[config.mk]
export PLATFORM = sky130hd
export DESIGN_NAME = c_mat_drain
export DESIGN_NICKNAME = d
export VERILOG_FILES = /design/src/rtl/c_mat_drain.sv
export SDC_FILE = /design/constraint.sdc
export NUM_CORES = 1
export LEC_CHECK = 0
export ABC_AREA = 0
export BUFFER_PORTS_ARGS = -buffer_cell sky130_fd_sc_hd__buf_2
export CORE_MARGIN = 4
export CORE_UTILIZATION = 40
export DETAILED_ROUTE_END_ITERATION = 8
export HOLD_SLACK_MARGIN = 0.06
export PLACE_DENSITY = 0.7
export SKIP_CTS_REPAIR_TIMING = 1
export SLEW_MARGIN = 20
export SYNTH_ARGS = -nofsm -noshare
export SYNTH_HDL_FRONTEND = slang
export SYNTH_SLANG_ARGS = --single-unit
[constraint.sdc]
create_clock -name clk -period 2.84 [get_ports clk]
set_clock_uncertainty 0.05 [all_clocks]
set_input_delay 0.426 -clock clk [delete_from_list [all_inputs] [get_ports clk]]
set_output_delay 0.426 -clock clk [all_outputs]
set_load 0.02 [all_outputs]
[src/rtl/c_mat_drain.sv]
// c_mat_drain: reads an M x N C tile out of the result SRAM and streams it
// over valid/ready, tagged with row, col and last.
// Reads are only issued when the local FIFO is guaranteed to have room for
// them (credit = inflight + fifo_count < FIFO_DEPTH). Downstream backpressure
// therefore can never drop returning SRAM data.
// Optional build macro: C_DRAIN_COLMAJOR_EN switches both the issue and the
// output traversal from row-major to column-major.
//
// state | meaning
// IDLE  | waiting for start; issue/output indices rest at (0,0)
// ISSUE | issuing one read per cycle while credit allows
// DRAIN | all reads issued; waiting for the last beat to handshake
module c_mat_drain #(
  parameter int M          = 8,
  parameter int N          = 8,
  parameter int DATA_W     = 32,
  parameter int FIFO_DEPTH = 4,
  parameter int ROW_W      = (M <= 1) ? 1 : $clog2(M),
  parameter int COL_W      = (N <= 1) ? 1 : $clog2(N)
) (
  input  logic              clk,
  input  logic              rst_n,
  input  logic              start,
  output logic              busy,
  output logic              done,
  output logic              c_en,
  output logic              c_re,
  output logic [ROW_W-1:0]  c_row,
  output logic [COL_W-1:0]  c_col,
  input  logic [DATA_W-1:0] c_rdata,
  input  logic              c_rvalid,
  output logic              m_valid,
  input  logic              m_ready,
  output logic [DATA_W-1:0] m_data,
  output logic [ROW_W-1:0]  m_row,
  output logic [COL_W-1:0]  m_col,
  output logic              m_last
);

  localparam int PTR_W = $clog2(FIFO_DEPTH);
  localparam int CNT_W = $clog2(FIFO_DEPTH + 1);
  localparam logic [ROW_W-1:0] ROW_LAST = ROW_W'(M - 1);
  localparam logic [COL_W-1:0] COL_LAST = COL_W'(N - 1);
  localparam logic [CNT_W:0]   DEPTH_C  = (CNT_W + 1)'(FIFO_DEPTH);

  typedef enum logic [1:0] {IDLE, ISSUE, DRAIN} state_t;

  state_t             state, state_nxt;
  logic [ROW_W-1:0]   iss_row;
  logic [COL_W-1:0]   iss_col;
  logic [ROW_W-1:0]   out_row;
  logic [COL_W-1:0]   out_col;
  logic [CNT_W-1:0]   inflight;
  logic [CNT_W-1:0]   fifo_cnt;
  logic [PTR_W-1:0]   wr_ptr, rd_ptr;
  logic [DATA_W-1:0]  mem [FIFO_DEPTH];
  logic [CNT_W:0]     occ;
  logic               credit, issue, push, pop;
  logic               start_acc, iss_last, out_last, hs_last;

  // Fully wrapping step, so both indices return to (0,0) after the last element.
  function automatic logic [ROW_W+COL_W-1:0] step_idx(input logic [ROW_W-1:0] r,
                                                      input logic [COL_W-1:0] c);
    logic [ROW_W-1:0] nr;
    logic [COL_W-1:0] nc;
    nr = r;
    nc = c;
`ifdef C_DRAIN_COLMAJOR_EN
    if (r == ROW_LAST) begin
      nr = '0;
      nc = (c == COL_LAST) ? '0 : c + COL_W'(1);
    end else begin
      nr = r + ROW_W'(1);
    end
`else
    if (c == COL_LAST) begin
      nc = '0;
      nr = (r == ROW_LAST) ? '0 : r + ROW_W'(1);
    end else begin
      nc = c + COL_W'(1);
    end
`endif
    return {nr, nc};
  endfunction

  assign occ       = {1'b0, inflight} + {1'b0, fifo_cnt};
  assign credit    = occ < DEPTH_C;
  assign start_acc = (state == IDLE) && start;
  assign iss_last  = (iss_row == ROW_LAST) && (iss_col == COL_LAST);
  assign out_last  = (out_row == ROW_LAST) && (out_col == COL_LAST);
  assign push      = c_rvalid && (inflight != '0);
  assign pop       = m_valid && m_ready;
  assign hs_last   = pop && out_last;

  // State register
  always_ff @(posedge clk or negedge rst_n) begin
    if (!rst_n) state <= IDLE;
    else        state <= state_nxt;
  end

  // Next-state logic
  always_comb begin
    state_nxt = state;
    case (state)
      IDLE:    if (start) state_nxt = iss_last ? DRAIN : ISSUE;
      ISSUE:   if (issue && iss_last) state_nxt = DRAIN;
      DRAIN:   if (hs_last) state_nxt = IDLE;
      default: state_nxt = IDLE;
    endcase
  end

  // Outputs; the first read is issued straight from IDLE on start
  always_comb begin
    busy    = (state != IDLE);
    issue   = start_acc || ((state == ISSUE) && credit);
    c_re    = c_en;
    m_valid = (fifo_cnt != '0);
    m_last  = m_valid && out_last;
    m_data  = mem[rd_ptr];
    m_row   = out_row;
    m_col   = out_col;
  end

  // Registered SRAM read port and issue index
  always_ff @(posedge clk or negedge rst_n) begin
    if (!rst_n) begin
      c_en    <= 1'b0;
      c_row   <= '0;
      c_col   <= '0;
      iss_row <= '0;
      iss_col <= '0;
    end else begin
      c_en <= issue;
      if (issue) begin
        c_row              <= iss_row;
        c_col              <= iss_col;
        {iss_row, iss_col} <= step_idx(iss_row, iss_col);
      end
    end
  end

  // Reads in flight; a response with nothing outstanding is stale and ignored
  always_ff @(posedge clk or negedge rst_n) begin
    if (!rst_n)                inflight <= '0;
    else if (start_acc)        inflight <= CNT_W'(1);
    else if (issue && !push)   inflight <= inflight + CNT_W'(1);
    else if (!issue && push)   inflight <= inflight - CNT_W'(1);
  end

  // FIFO pointers and occupancy
  always_ff @(posedge clk or negedge rst_n) begin
    if (!rst_n) begin
      wr_ptr   <= '0;
      rd_ptr   <= '0;
      fifo_cnt <= '0;
    end else if (start_acc) begin
      wr_ptr   <= '0;
      rd_ptr   <= '0;
      fifo_cnt <= '0;
    end else begin
      if (push) wr_ptr <= wr_ptr + PTR_W'(1);
      if (pop)  rd_ptr <= rd_ptr + PTR_W'(1);
      if (push && !pop)      fifo_cnt <= fifo_cnt + CNT_W'(1);
      else if (!push && pop) fifo_cnt <= fifo_cnt - CNT_W'(1);
    end
  end

  // FIFO storage; contents are don't-care until written
  always_ff @(posedge clk) begin
    if (push) mem[wr_ptr] <= c_rdata;
  end

  // Output index; data returns in order so the tag is recomputed, not stored
  always_ff @(posedge clk or negedge rst_n) begin
    if (!rst_n) begin
      out_row <= '0;
      out_col <= '0;
    end else if (start_acc) begin
      out_row <= '0;
      out_col <= '0;
    end else if (pop) begin
      {out_row, out_col} <= step_idx(out_row, out_col);
    end
  end

  // One-cycle completion pulse after the final beat handshake
  always_ff @(posedge clk or negedge rst_n) begin
    if (!rst_n) done <= 1'b0;
    else        done <= (state == DRAIN) && hs_last;
  end

endmodule
After elaboration in Yosys (flattened, before gate mapping)
Memory sizes are Yosys's and may differ from the RTL's.
Cells that the tools add are included.
{"block": "word_totals", "out_inout_bits": 50, "input_bits": 37, "ff_bits": 32, "ram_bits": 128, "elab_cells": 91, "memories": 1}
{"memory": "mem", "depth": 4, "word_bits": 32, "rd": 1, "rd_ports_with_merged_regs": 0, "wr": 1, "line": "56", "text": "logic [DATA_W-1:0] mem [FIFO_DEPTH];"}
{"block": "classes", "n_lt_le_gt_ge": 1, "n_mux": 26, "add_sub_neg": 11, "reduce_logical": 30, "eq_ne": 9}
{"operator": "two-way mux 3 bit", "n": 15}
{"operator": "adder 3 x 1 -> 3 bit (second input constant)", "n": 6}
{"operator": "two-way mux 2 bit", "n": 8}
{"operator": "logical AND 1 bit", "n": 14}
{"operator": "== test 3 bit (second input constant)", "n": 4}
{"operator": "nonzero test 3 bit", "n": 4}
{"operator": "nonzero test 2 bit", "n": 4}
{"operator": "!= test 2 bit (second input constant)", "n": 3}
{"operator": "one-hot mux 2 bit (3 select lines)", "n": 1}
{"operator": "subtractor 3 x 1 -> 3 bit (second input constant)", "n": 2}
{"operator": "adder 2 x 1 -> 2 bit (second input constant)", "n": 2}
{"operator": "adder 3 x 3 -> 4 bit", "n": 1}
{"operator": "< comparator 4 x 3 -> 1 bit (second input constant)", "n": 1}
{"operator": "AND reduction 2 bit", "n": 2}
{"operator": "zero test 1 bit", "n": 3}
{"operator": "AND reduction 3 bit", "n": 1}
{"operator": "== test 2 x 1 -> 1 bit (second input constant)", "n": 1}
{"operator": "== test 2 bit (second input constant)", "n": 1}
{"operator": "zero test 2 bit", "n": 1}
{"operator": "two-way mux 1 bit", "n": 2}
{"operator": "logical OR 1 bit", "n": 1}

Depth between registers and ports, before layout
Gate-level depths: netlist (run 1).
{"block": "logic_depth", "word_depth": 9, "mapped_depth": 9, "mapped_depth_nobuf": 8}

Worst setup path before layout (run 1)
Ideal clock, no wire load.
{"block": "synth_timing", "kind": "register to register", "start": "reg inflight[1]", "end": "reg inflight[2]", "setup_ns": 0.144, "n_path_buf": 1, "required_time_ns": 2.646, "path_slack_ns": 0.396, "stages_incl_launch_ff": 10, "synth_period_minus_slack_ns": 2.444, "arrival_ns": 2.249, "path_cell_list": "dfrtp_1 -> ha_1 -> nand3_1 -> a31oi_2 -> buf_4 -> nor2_1 -> fa_1 -> nand4b_1 -> o2111ai_1 -> o211ai_1"}
{"block": "synth_via", "elab_chain_len": 7, "elab_cells_between_ends": 16, "cone_classes": "add/sub: 3; order compare: 1; mux: 3; reduce/logical: 9"}
{"item": "start, declared", "line": "53", "text": "logic [CNT_W-1:0] inflight;"}
{"item": "start signal, assigned", "line": "146", "text": "else if (issue && !push) inflight <= inflight + CNT_W'(1);"}
{"item": "start signal, assigned", "line": "147", "text": "else if (!issue && push) inflight <= inflight - CNT_W'(1);"}
{"item": "adder 3 x 3 -> 4 bit", "line": "86", "text": "assign occ = {1'b0, inflight} + {1'b0, fifo_cnt};"}
{"item": "< comparator 4 x 3 -> 1 bit", "line": "87", "text": "assign credit = occ < DEPTH_C;"}
{"item": "logical AND 1 bit", "line": "115", "text": "issue = start_acc || ((state == ISSUE) && credit);"}
{"item": "logical OR 1 bit", "line": "115"}
{"item": "logical AND 1 bit or zero test 1 bit (tied branches)", "line": "146, 147"}
{"item": "two-way mux 3 bit or logical AND 1 bit (tied branches)", "line": "146, 147"}
{"item": "two-way mux 3 bit or nonzero test 3 bit (tied branches)"}
Several ways; a longest one is shown, not always the timed one. The select of a mux whose other input is x is not followed.
A chain may end at the register's enable or synchronous reset.

Final worst setup path (run 1)
Same ends and word-level chain as after synthesis.

==> results of run 1 <==
cell type report:
type / count / area [um2]
fillers: 1342 / 7980
clock inverters: 15 / 183
inverters: 8 / 30.0
well taps: 216 / 270
repair buffers: 94 / 566
flip-flops and latches: 160 / 4650
clock buffers: 17 / 425
multi-input cells: 152 / 1670
metrics by stage:
| stage | cell area (um2) | utilization [%] |
|---|---|---|
| 2_1_floorplan | 6410 | - |
| 3_3_place_gp | 7180 | 45.5 |
| 3_5_place_dp | 7180 | 45.5 |
| 4_1_cts | 7790 | 49.4 |
| 5_1_grt | 7790 | 49.4 |
| 6_report | 7790 | 49.4 |
final timing paths:
kind	from	cells past startpoint	to	slack [ps]
setup / recovery	inflight[1]$_DFFE_PN0P_	8	inflight[2]$_DFFE_PN0P_	470
hold / removal	rst_n	1	state[1]$_DFFE_PN0P_	20
setup reg to reg	inflight[1]$_DFFE_PN0P_	8	inflight[2]$_DFFE_PN0P_	470
hold reg to reg	c_row[0]$_DFFE_PN0N_	1	c_row[0]$_DFFE_PN0N_	460
max in group asynchronous	rst_n	1	rd_ptr[1]$_DFFE_PN0P_	2190
min in group clk	c_rdata[16]	1	mem[0][16]$_DFFE_PP_	180
metal layers:
metal | vias to the layer above | GRT usage (%) | share of wire (%)
met2 | 89 | 23.4 | 50
li1 | 1526 | - | -
met5 | - | 0 | 0.24
met4 | 4 | 5.26 | 1.5
met1 | 1693 | 17.3 | 42
met3 | 19 | 4.32 | 5.4
state kept, by name, indices dropped and copies added (netlist names):
signal / count
c_col: 3
c_en: 1
c_row: 3
done: 1
fifo_cnt: 3
inflight: 3
iss_col: 3
iss_row: 3
m_col: 3
m_row: 3
mem: 128
rd_ptr: 2
state: 2
wr_ptr: 2
placed cells by master (no fill, tap or decap), drive strengths merged, types with 6 or more instances in the layout:
master  Yosys  final
edfxtp    128    128
buf         9     94
mux4       32     32
dfrtp      32     32
nand2      19     19
clkbuf      6     17
ha         14     14
inv         8     13
nor2       11     11
a21oi      10     10
mux2       10     10
nor3        6      6
power groups by stage:
stage          Sequential (mW)  Combinational (mW)  Clock (mW)
4_1_cts                   3.45                3.15        2.37
6_report                  3.44                3.07        2.32
3_5_place_dp              3.50                3.14           0
5_1_grt                   3.50                3.36        2.50
2_1_floorplan             3.46                2.18           0
3_3_place_gp              3.46                3.05           0
critical path, cell delays in order, from the launching register on:
cell and delay (ps):
dfrtp_1 440, ha_1 300, nand3_1 150, a31oi_2 270, nor2_1 80, fa_1 430
nand4b_1 210, o2111ai_1 210, o211ai_1 120
kinds of logic after synthesis:
logic type,share of synthesized area [%]
xor gates and xnor gates,0.547
adders and majority gates,3.36
buffers and inverters,1.60
DFF,72.5
AOI/OAI and AO/OA,3.05
and+or+nand+nor,5.27
muxes,13.7
==> key figures, run 1 <==
Run status
  – Status: completed

Timing
  – Final Hold Fails: 0
  – Hold WS: approximately 25 ps
  – Fin crit period: around 2400 ps
  – Slew Viols, Final: 0
  – Final period util: between 80% and 90%
  – Final WS setup: around 470 ps
  – Final setup violating endpoints: 0
  – Setup TNS: 0 ps
  – Slew HR: roughly half
  – Slew @ Worst Pin: ~750 ps
  – RSZ-0062 raised after global routing: false
  – Fmax: 0.421 GHz

Worst setup path
  – Crit Path Class: reg -> reg
  – CP Launch Type: register
  – Worst Path Required: 3080 ps
  – Crit path capture type: register
  – WP data arrival: ~2600 ps
  – Critical Path Fanout Max: 4

CTS
  – Largest buffer count on any clock path: 2
  – H-tree Lvls: 4
  – Root Buffer: clkbuf_16
  – Clk_lat worst skew: about 420 ps
  – TritonCTS clock tree: built
  – Total CTS buffers: 17
  – Worst-path clk slew: about 70 ps
  – Clock sink count: 160

Placed design
  – Routability cong.: between 0.7 and 0.8
  – DP HPWL: around 7600 um
  – Dpl ws: roughly 500 ps
  – Inst Count DP: 630
  – IO Port Bufs: between 80 and 90

GRT
  – Number of global-route vias before repair: approximately 3.6k
  – First-pass GRT wire length: 19300 um
  – Remaining global-route overflow: 0
  – Initial antenna violation count: 2
  – Tot GR Track Use: 14.0%
  – Largest net degree at the start of global routing: 33

Synth
  – Post-synthesis sequential area ratio: 72.5%
  – Post-synthesis sequential element count: 160
  – Syn Inst Count: around 340
  – Cell with the most instances after synthesis: edfxtp_1
  – Syn_nets: approximately 390
  – Leading area contributor after synthesis: edfxtp_1
  – Synth top area share: between 50% and 60%
  – Yosys warns: 0
  – Commonest cells in the netlist: edfxtp_1, dfrtp_1, mux4_2, nand2_1, ha_1
  – Ys flop type: edfxtp_1
  – Post-Syn Area: approximately 6400 um2
  – Asr flop ratio synth: roughly a fifth
  – EDFF count, synth: roughly 130
  – Synth area leaders: edfxtp_1, dfrtp_1, mux4_2, ha_1, mux2_4
  – Syn avg cell area: between 15 and 20 um2
  – Distinct cells, synth: 45

Floorplanning
  – Die X: approximately 130 um
  – Die Y: 135 um
  – Die Area: approximately 18000 um2
  – Initial Util: approximately 40%
  – Row Count: 46
  – Core Area: ~16000 um2
  – I/O Pins: 87

Power and ir drop
  – Clk pwr share: 26.2%
  – Overall power: 8.83 mW
  – Leakage power: between 2 and 3 nW
  – Sw Share: 33.1%
  – Internal cell power: approximately 5.9 mW
  – VDD IR-drop max: ~460 uV
  – Seq pwr share: 39.0%
  – Comb pwr share: between 30% and 40%
  – Pwr Density: approximately 1100 nW/um2
  – Sw power: about 2.9 mW

Detailed routing
  – DRT iter0 DRCs: 162
  – Via count: between 3k and 4k
  – DRT Pass-1 Iters: 4
  – Routed vias/inst: a little over 5
  – Routed len/inst: between 15 and 20 um
  – Antenna violation net count after detailed routing: 0
  – Drc violations: 0
  – WL final: ~12000 um

Finish
  – Area Overhead vs Synth: 21.5%
  – Layout cells sized above 1: 40.4%
  – Final #Nets: around 500
  – # diodes: 0
  – Layout Cells excl Fill: approximately 660

Run
  – Max-cap viol count: 0

Min path
  – Hold Path Class: in -> async
(Power assumes the default switching activity.)
==> run 2, diff against run 1 <==
clock period = 2.3 ns   (was 2.84 ns; I/O delays follow)
==> run 2 against run 1 <==
Compared with the run above:
- worst setup slack worse by 380 ps
- combinational power up 29%
- routed wire length up 1.2%
- non-clock buffer count up 6
- register-to-register slack worse by 380 ps
- core utilization down 0.14 points
- clock power up 14%
- die area unchanged
==> key figures, run 2 (synthesis results as in run 1) <==
Detailed routing
  – Routed len/inst: 18.0 um (was 17.9 um)
  – Via count: 3374 (was 3331)
  – WL final: 12000 um (was 11900 um)
  – DRT Pass-1 Iters: 4 (unchanged)
  – DRT iter0 DRCs: 232 (was 162)
  – Antenna violation net count after detailed routing: 0 (unchanged)
  – Drc violations: 0 (unchanged)
  – Routed vias/inst: 5.06 (was 5.03)

Timing
  – Slew Viols, Final: 0 (unchanged)
  – Fin crit period: ~2200 ps
  – Final Hold Fails: 0 (unchanged)
  – Slew HR: 41.0% (was 49.9%)
  – Slew @ Worst Pin: 885 ps (was 751 ps)
  – RSZ-0062 raised after global routing: true (was false)
  – Fmax: between 0.4 and 0.5 GHz
  – Final period util: about 96%
  – Final setup violating endpoints: 0 (unchanged)

Finish
  – Most common cell after layout, fill and taps aside: edfxtp_1 (unchanged)
  – Number of flip-flops in the largest register: 128 (unchanged)
  – Multi-input logic area: 1700 um2 (was 1670 um2)
  – Register Area: 4650 um2 (about the same)
  – Layout cells sized above 1: 42.4% (was 40.4%)
  – End-of-flow core utilization: 49.2% (was 49.4%)
  – Layout fillers: 1344 (was 1342)
  – Commonest cells after routing, fill and taps aside: edfxtp_1, buf_2, mux4_2 (unchanged)
  – # diodes: 0 (unchanged)
  – Biggest register: mem (unchanged)
  – Final #Nets: 492 (was 486)
  – Area Overhead vs Synth: 21.2% (was 21.5%)

CTS
  – Worst-path clk slew: 60 ps (was 70 ps)
  – Total CTS buffers: 17 (unchanged)
  – Clk_lat worst skew: 430 ps (was 420 ps)
  – H-tree Lvls: 4 (unchanged)
  – Root Buffer: clkbuf_16 (unchanged)
  – TritonCTS clock tree: built (unchanged)
  – Largest buffer count on any clock path: 2 (unchanged)
  – Clock sink count: 160 (unchanged)

GRT
  – First-pass GRT wire length: 19100 um (was 19300 um)
  – Initial antenna violation count: 2 (unchanged)
  – Number of global-route vias before repair: 3585 (was 3614)
  – Largest net degree at the start of global routing: 33 (unchanged)
  – Remaining global-route overflow: 0 (unchanged)
  – Tot GR Track Use: 14.0% (about the same)

Floorplanning
  – Die Y: 135 um (unchanged)
  – Row Count: 46 (unchanged)
  – Core Area: 15800 um2 (unchanged)
  – I/O Pins: 87 (unchanged)
  – Die Area: 18100 um2 (unchanged)
  – Initial Util: 40.6% (unchanged)
  – Die X: 135 um (unchanged)

Placed design
  – IO Port Bufs: 86 (unchanged)
  – Routability cong.: 0.791 (was 0.756)
  – DP HPWL: 7650 um (was 7580 um)

Worst setup path
  – Crit path capture type: output port (was register)
  – CP max stage cell: mux4_2 (was dfrtp_1)
  – Crit Path Class: reg -> out (was reg -> reg)
  – Critical Path Fanout Max: 20 (was 4)
  – CP Launch Type: register (unchanged)
  – CP cell instances: buf_12 > mux4_2 > buf_2 (was ha_1 > nand3_1 > a31oi_2 > nor2_1 > fa_1 > nand4b_1 > o2111ai_1 > o211ai_1)
  – WP data arrival: 1820 ps (was 2610 ps)
  – Max stage delay on crit path: 550 ps (was 440 ps)
  – CP delay by family, top: multiplexers (was adder cells)
  – Worst path bufs/invs: 2 (was 0)
  – Worst Path Required: 1900 ps (was 3080 ps)

Power and ir drop
  – Pwr Density: 1390 nW/um2 (was 1130 nW/um2)
  – Leakage power: 2.93 nW (was 2.94 nW)
  – VDD IR-drop max: 586 uV (was 455 uV)
  – Overall power: 10.8 mW (was 8.83 mW)

Run status
  – Status: completed (unchanged)

Run
  – Max-cap viol count: 0 (unchanged)

Min path
  – Hold Path Class: in -> reg (was in -> async)
==> run 2: through the flow <==
stage          TNS, ps  worst slack [ps]  hold slack [ps]  cells  area (um2)
4_1_cts          -2450              -135            -57.3    664        7720
5_1_grt          -46.2             -46.2             63.9    667        7770
2_1_floorplan        0              2.51           -0.591    335        6440
3_3_place_gp         0               203              386    633        7170
6_report             0              89.5             85.7    667        7770
3_5_place_dp     -36.2             -36.2              406    633        7170
==> run 2: final timing paths <==
check	from	end	slack [ps]	depth (start not counted)
max in group asynchronous	rst_n	rd_ptr[0]$_DFFE_PN0P_	1190	2
min	c_rdata[3]	mem[1][3]$_DFFE_PP_	90	1
max	rd_ptr[0]$_DFFE_PN0P_	m_data[20]	90	3
min reg2reg	c_row[1]$_DFFE_PN0N_	c_row[1]$_DFFE_PN0N_	460	1
max reg2reg	inflight[2]$_DFFE_PN0P_	inflight[2]$_DFFE_PN0P_	90	8
min in group asynchronous	rst_n	c_row[2]$_DFFE_PN0N_	460	2
==> run 2: worst register-to-register path, stage by stage (launching register included) <==
cell and delay, ps:
dfrtp_2 490, ha_4 240, nor4_4 370, a31oi_4 140, nor2_2 110, fa_2 230, nor3b_2 200, mux2i_1 110
o211ai_1 170
==> run 2: per-layer routing <==
layer	wire, um	share of wire (%)	vias to the layer above	GRT usage, %
met5	14	0.12	-	0
met4	151	1.3	4	4.58
met3	732	6.1	15	4.96
met2	6230	52	100	23.9
met1	4880	41	1717	16.6
li1	-	-	1538	-
==> run 2: layout make-up <==
cell class              instances  share of cell area [%]
flip-flops and latches        160                    59.9
multi-input cells             152                    21.9
repair buffers                100                    7.14
clock buffers                  17                    5.48
well taps                     216                    3.48
clock inverters                14                    1.69
inverters                       8                   0.387
==> run 2: report_power, final <==
group,switching (mW),internal [mW],leakage (nW)
sequential,0.317,3.88,1.56
clock,1.14,1.50,0.263
combinational,2.19,1.77,1.10
==> run 3, diff against run 2 <==
ABC_AREA = 1   (was 0)
CORE_ASPECT_RATIO = 1.4   (was not set)
==> run 3 against run 2 <==
Compared with the run above:
- largest power group is now combinational logic
- synthesized area rose by 0.21%
- critical path type is now reg -> reg
- via count up 24%
- total power increased by 6.1%
- clock power is 3% higher
- critical path depth rose by 10
- hold slack improved by 4.1 ps
- largest cell class unchanged
- sequential power down 1%
- first-iteration DRC count is 16% lower
==> key figures, run 3 <==
Detailed routing
  – DRT iter0 DRCs: 195 (was 232)
  – Antenna violation net count after detailed routing: 0 (unchanged)
  – Drc violations: 0 (unchanged)
  – WL final: 13500 um (was 12000 um)
  – Routed vias/inst: 5.13 (was 5.06)
  – DRT Pass-1 Iters: 5 (was 4)
  – Via count: 4189 (was 3374)
  – Routed len/inst: 16.6 um (was 18.0 um)

Timing
  – Final WS setup: 103 ps (was 89.5 ps)
  – Setup TNS: 0 ps (unchanged)
  – Final Hold Fails: 0 (unchanged)
  – Fmax: 0.455 GHz (was 0.452 GHz)
  – Slew HR: 50.7% (was 41.0%)
  – Fin crit period: 2200 ps (was 2210 ps)
  – Hold WS: 89.8 ps (was 85.7 ps)
  – Final setup violating endpoints: 0 (unchanged)
  – Final period util: 95.5% (was 96.1%)
  – Slew @ Worst Pin: 740 ps (was 885 ps)
  – Slew Viols, Final: 0 (unchanged)

Worst setup path
  – Crit path capture type: register (was output port)
  – Cell mode on critical path: nand2_1
  – Crit Path Class: reg -> reg (was reg -> out)
  – CP Launch Type: register (unchanged)
  – Worst path bufs/invs: 2 (unchanged)
  – Max stage delay on crit path: 450 ps (was 550 ps)
  – CP cell instances: ha_1 > nor2_1 > nand3_2 > nand2_8 > nand2_4 > inv_1 > fa_1 > xnor2_2 > inv_1 > nand2_1 > nand2_1 > nand2_1 > nand2_1 (was buf_12 > mux4_2 > buf_2)
  – Critical Path Fanout Max: 16 (was 20)
  – CP delay by family, top: adder cells (was multiplexers)
  – CP max stage cell: dfrtp_1 (was mux4_2)
  – WP data arrival: 2460 ps (was 1820 ps)
  – Worst Path Required: 2560 ps (was 1900 ps)

Run
  – Max-cap viol count: 0 (unchanged)

CTS
  – TritonCTS clock tree: built (unchanged)
  – Clock sink count: 160 (unchanged)
  – Clk_lat worst skew: 420 ps (was 430 ps)
  – Largest buffer count on any clock path: 2 (unchanged)
  – Worst-path clk slew: 70 ps (was 60 ps)
  – Root Buffer: clkbuf_16 (unchanged)
  – Total CTS buffers: 17 (unchanged)
  – H-tree Lvls: 4 (unchanged)

Power and ir drop
  – VDD IR-drop max: 720 uV (was 586 uV)
  – Pwr Density: 1460 nW/um2 (was 1390 nW/um2)
  – Leakage power: 3.07 nW (was 2.93 nW)
  – Overall power: 11.5 mW (was 10.8 mW)

Floorplanning
  – Row Count: 54 (was 46)
  – Die Area: 18200 um2 (was 18100 um2)
  – Core Area: 15700 um2 (was 15800 um2)
  – Die Y: 158 um (was 135 um)
  – I/O Pins: 87 (unchanged)
  – Die X: 115 um (was 135 um)
  – Initial Util: 41.0% (was 40.6%)

Finish
  – Layout Cells excl Fill: 817 (was 667)
  – Most common cell after layout, fill and taps aside: edfxtp_1 (unchanged)
  – Layout cells sized above 1: 25.6% (was 42.4%)
  – End-of-flow core utilization: 50.0% (was 49.2%)
  – Final #Nets: 660 (was 492)
  – Commonest cells after routing, fill and taps aside: edfxtp_1, buf_2, o21ai_0 (was edfxtp_1, buf_2, mux4_2)
  – Number of flip-flops in the largest register: 128 (unchanged)
  – Post-route cell area: 7840 um2 (was 7770 um2)
  – Biggest register: mem (unchanged)
  – Area Overhead vs Synth: 22.0% (was 21.2%)

Synth
  – Ys flop type: edfxtp_1 (unchanged)
  – Syn_nets: 560 (was 388)
  – Synth top area share: 59.8% (was 60.0%)
  – Synth area leaders: edfxtp_1, dfrtp_1, o21ai_0, nor2_1, o22ai_1 (was edfxtp_1, dfrtp_1, mux4_2, ha_1, mux2_4)
  – Syn Inst Count: 507 (was 335)
  – Syn avg cell area: 12.7 um2 (was 19.1 um2)
  – Yosys warns: 0 (unchanged)
  – Post-synthesis sequential element count: 160 (unchanged)
  – Distinct cells, synth: 25 (was 45)
  – Leading area contributor after synthesis: edfxtp_1 (unchanged)
  – EDFF count, synth: 128 (unchanged)
  – Cell with the most instances after synthesis: edfxtp_1 (unchanged)
  – Commonest cells in the netlist: edfxtp_1, nor2_1, o21ai_0, nand2_1, o22ai_1 (was edfxtp_1, dfrtp_1, mux4_2, nand2_1, ha_1)
  – Post-synthesis sequential area ratio: 72.3% (was 72.5%)
  – Post-Syn Area: 6420 um2 (was 6410 um2)
  – Asr flop ratio synth: 20.0% (unchanged)

Placed design
  – Inst Count DP: 778 (was 633)
  – Routability cong.: 0.788 (was 0.791)
  – DP HPWL: 8760 um (was 7650 um)
  – Dpl ws: 122 ps (was -36.2 ps)
  – IO Port Bufs: 86 (unchanged)
  – DP Area: 7190 um2 (was 7170 um2)

GRT
  – Tot GR Track Use: 15.3% (was 14.0%)
  – Number of global-route vias before repair: 4300 (was 3585)
  – Largest net degree at the start of global routing: 66 (was 33)
  – Remaining global-route overflow: 0 (unchanged)
  – Initial antenna violation count: 1 (was 2)
  – First-pass GRT wire length: 21400 um (was 19100 um)

Min path
  – Hold Path Class: in -> reg (unchanged)

Run status
  – Status: completed (unchanged)
[run 3: logic make-up after synthesis]
family	share of synthesized area [%]
compound gates	10.7
xor+xnor	0.273
fa+ha+maj	3.35
buf+inv	3.45
flops	72.3
simple gates	9.89
[run 3: per-layer routing]
metal	share of wire [%]	track usage (%)
met1	40	18.0
met2	54	27.0
met3	4.5	3.71
met4	1.4	5.48
met5	0	0
[run 3: path summary, 6_finish.rpt]
kind	slack, ps	from	end	depth (start not counted)
max	100	inflight[2]$_DFFE_PN0P_	inflight[2]$_DFFE_PN0P_	13
max reg2reg	100	inflight[2]$_DFFE_PN0P_	inflight[2]$_DFFE_PN0P_	13
min	90	c_rdata[1]	mem[3][1]$_DFFE_PP_	1
min reg2reg	430	c_row[1]$_DFFE_PN0N_	c_row[1]$_DFFE_PN0N_	2
max in group asynchronous	1210	rst_n	rd_ptr[1]$_DFFE_PN0P_	2
min in group asynchronous	470	rst_n	iss_row[0]$_DFFE_PN0P_	2
[run 3: power by group]
| group | switching (mW) | total, mW | internal, mW |
|---|---|---|---|
| Combinational | 3.06 | 4.60 | 1.54 |
| Clock | 1.19 | 2.71 | 1.52 |
| Sequential | 0.295 | 4.15 | 3.85 |
[run 3: layout make-up]
class / count / area (um2)
fillers: 1346 / 7840
clock buffers: 17 / 425
diodes: 1 / 2.50
well taps: 196 / 245
clock inverters: 15 / 151
repair buffers: 104 / 647
inverters: 30 / 115
flip-flops and latches: 160 / 4650
multi-input cells: 294 / 1600
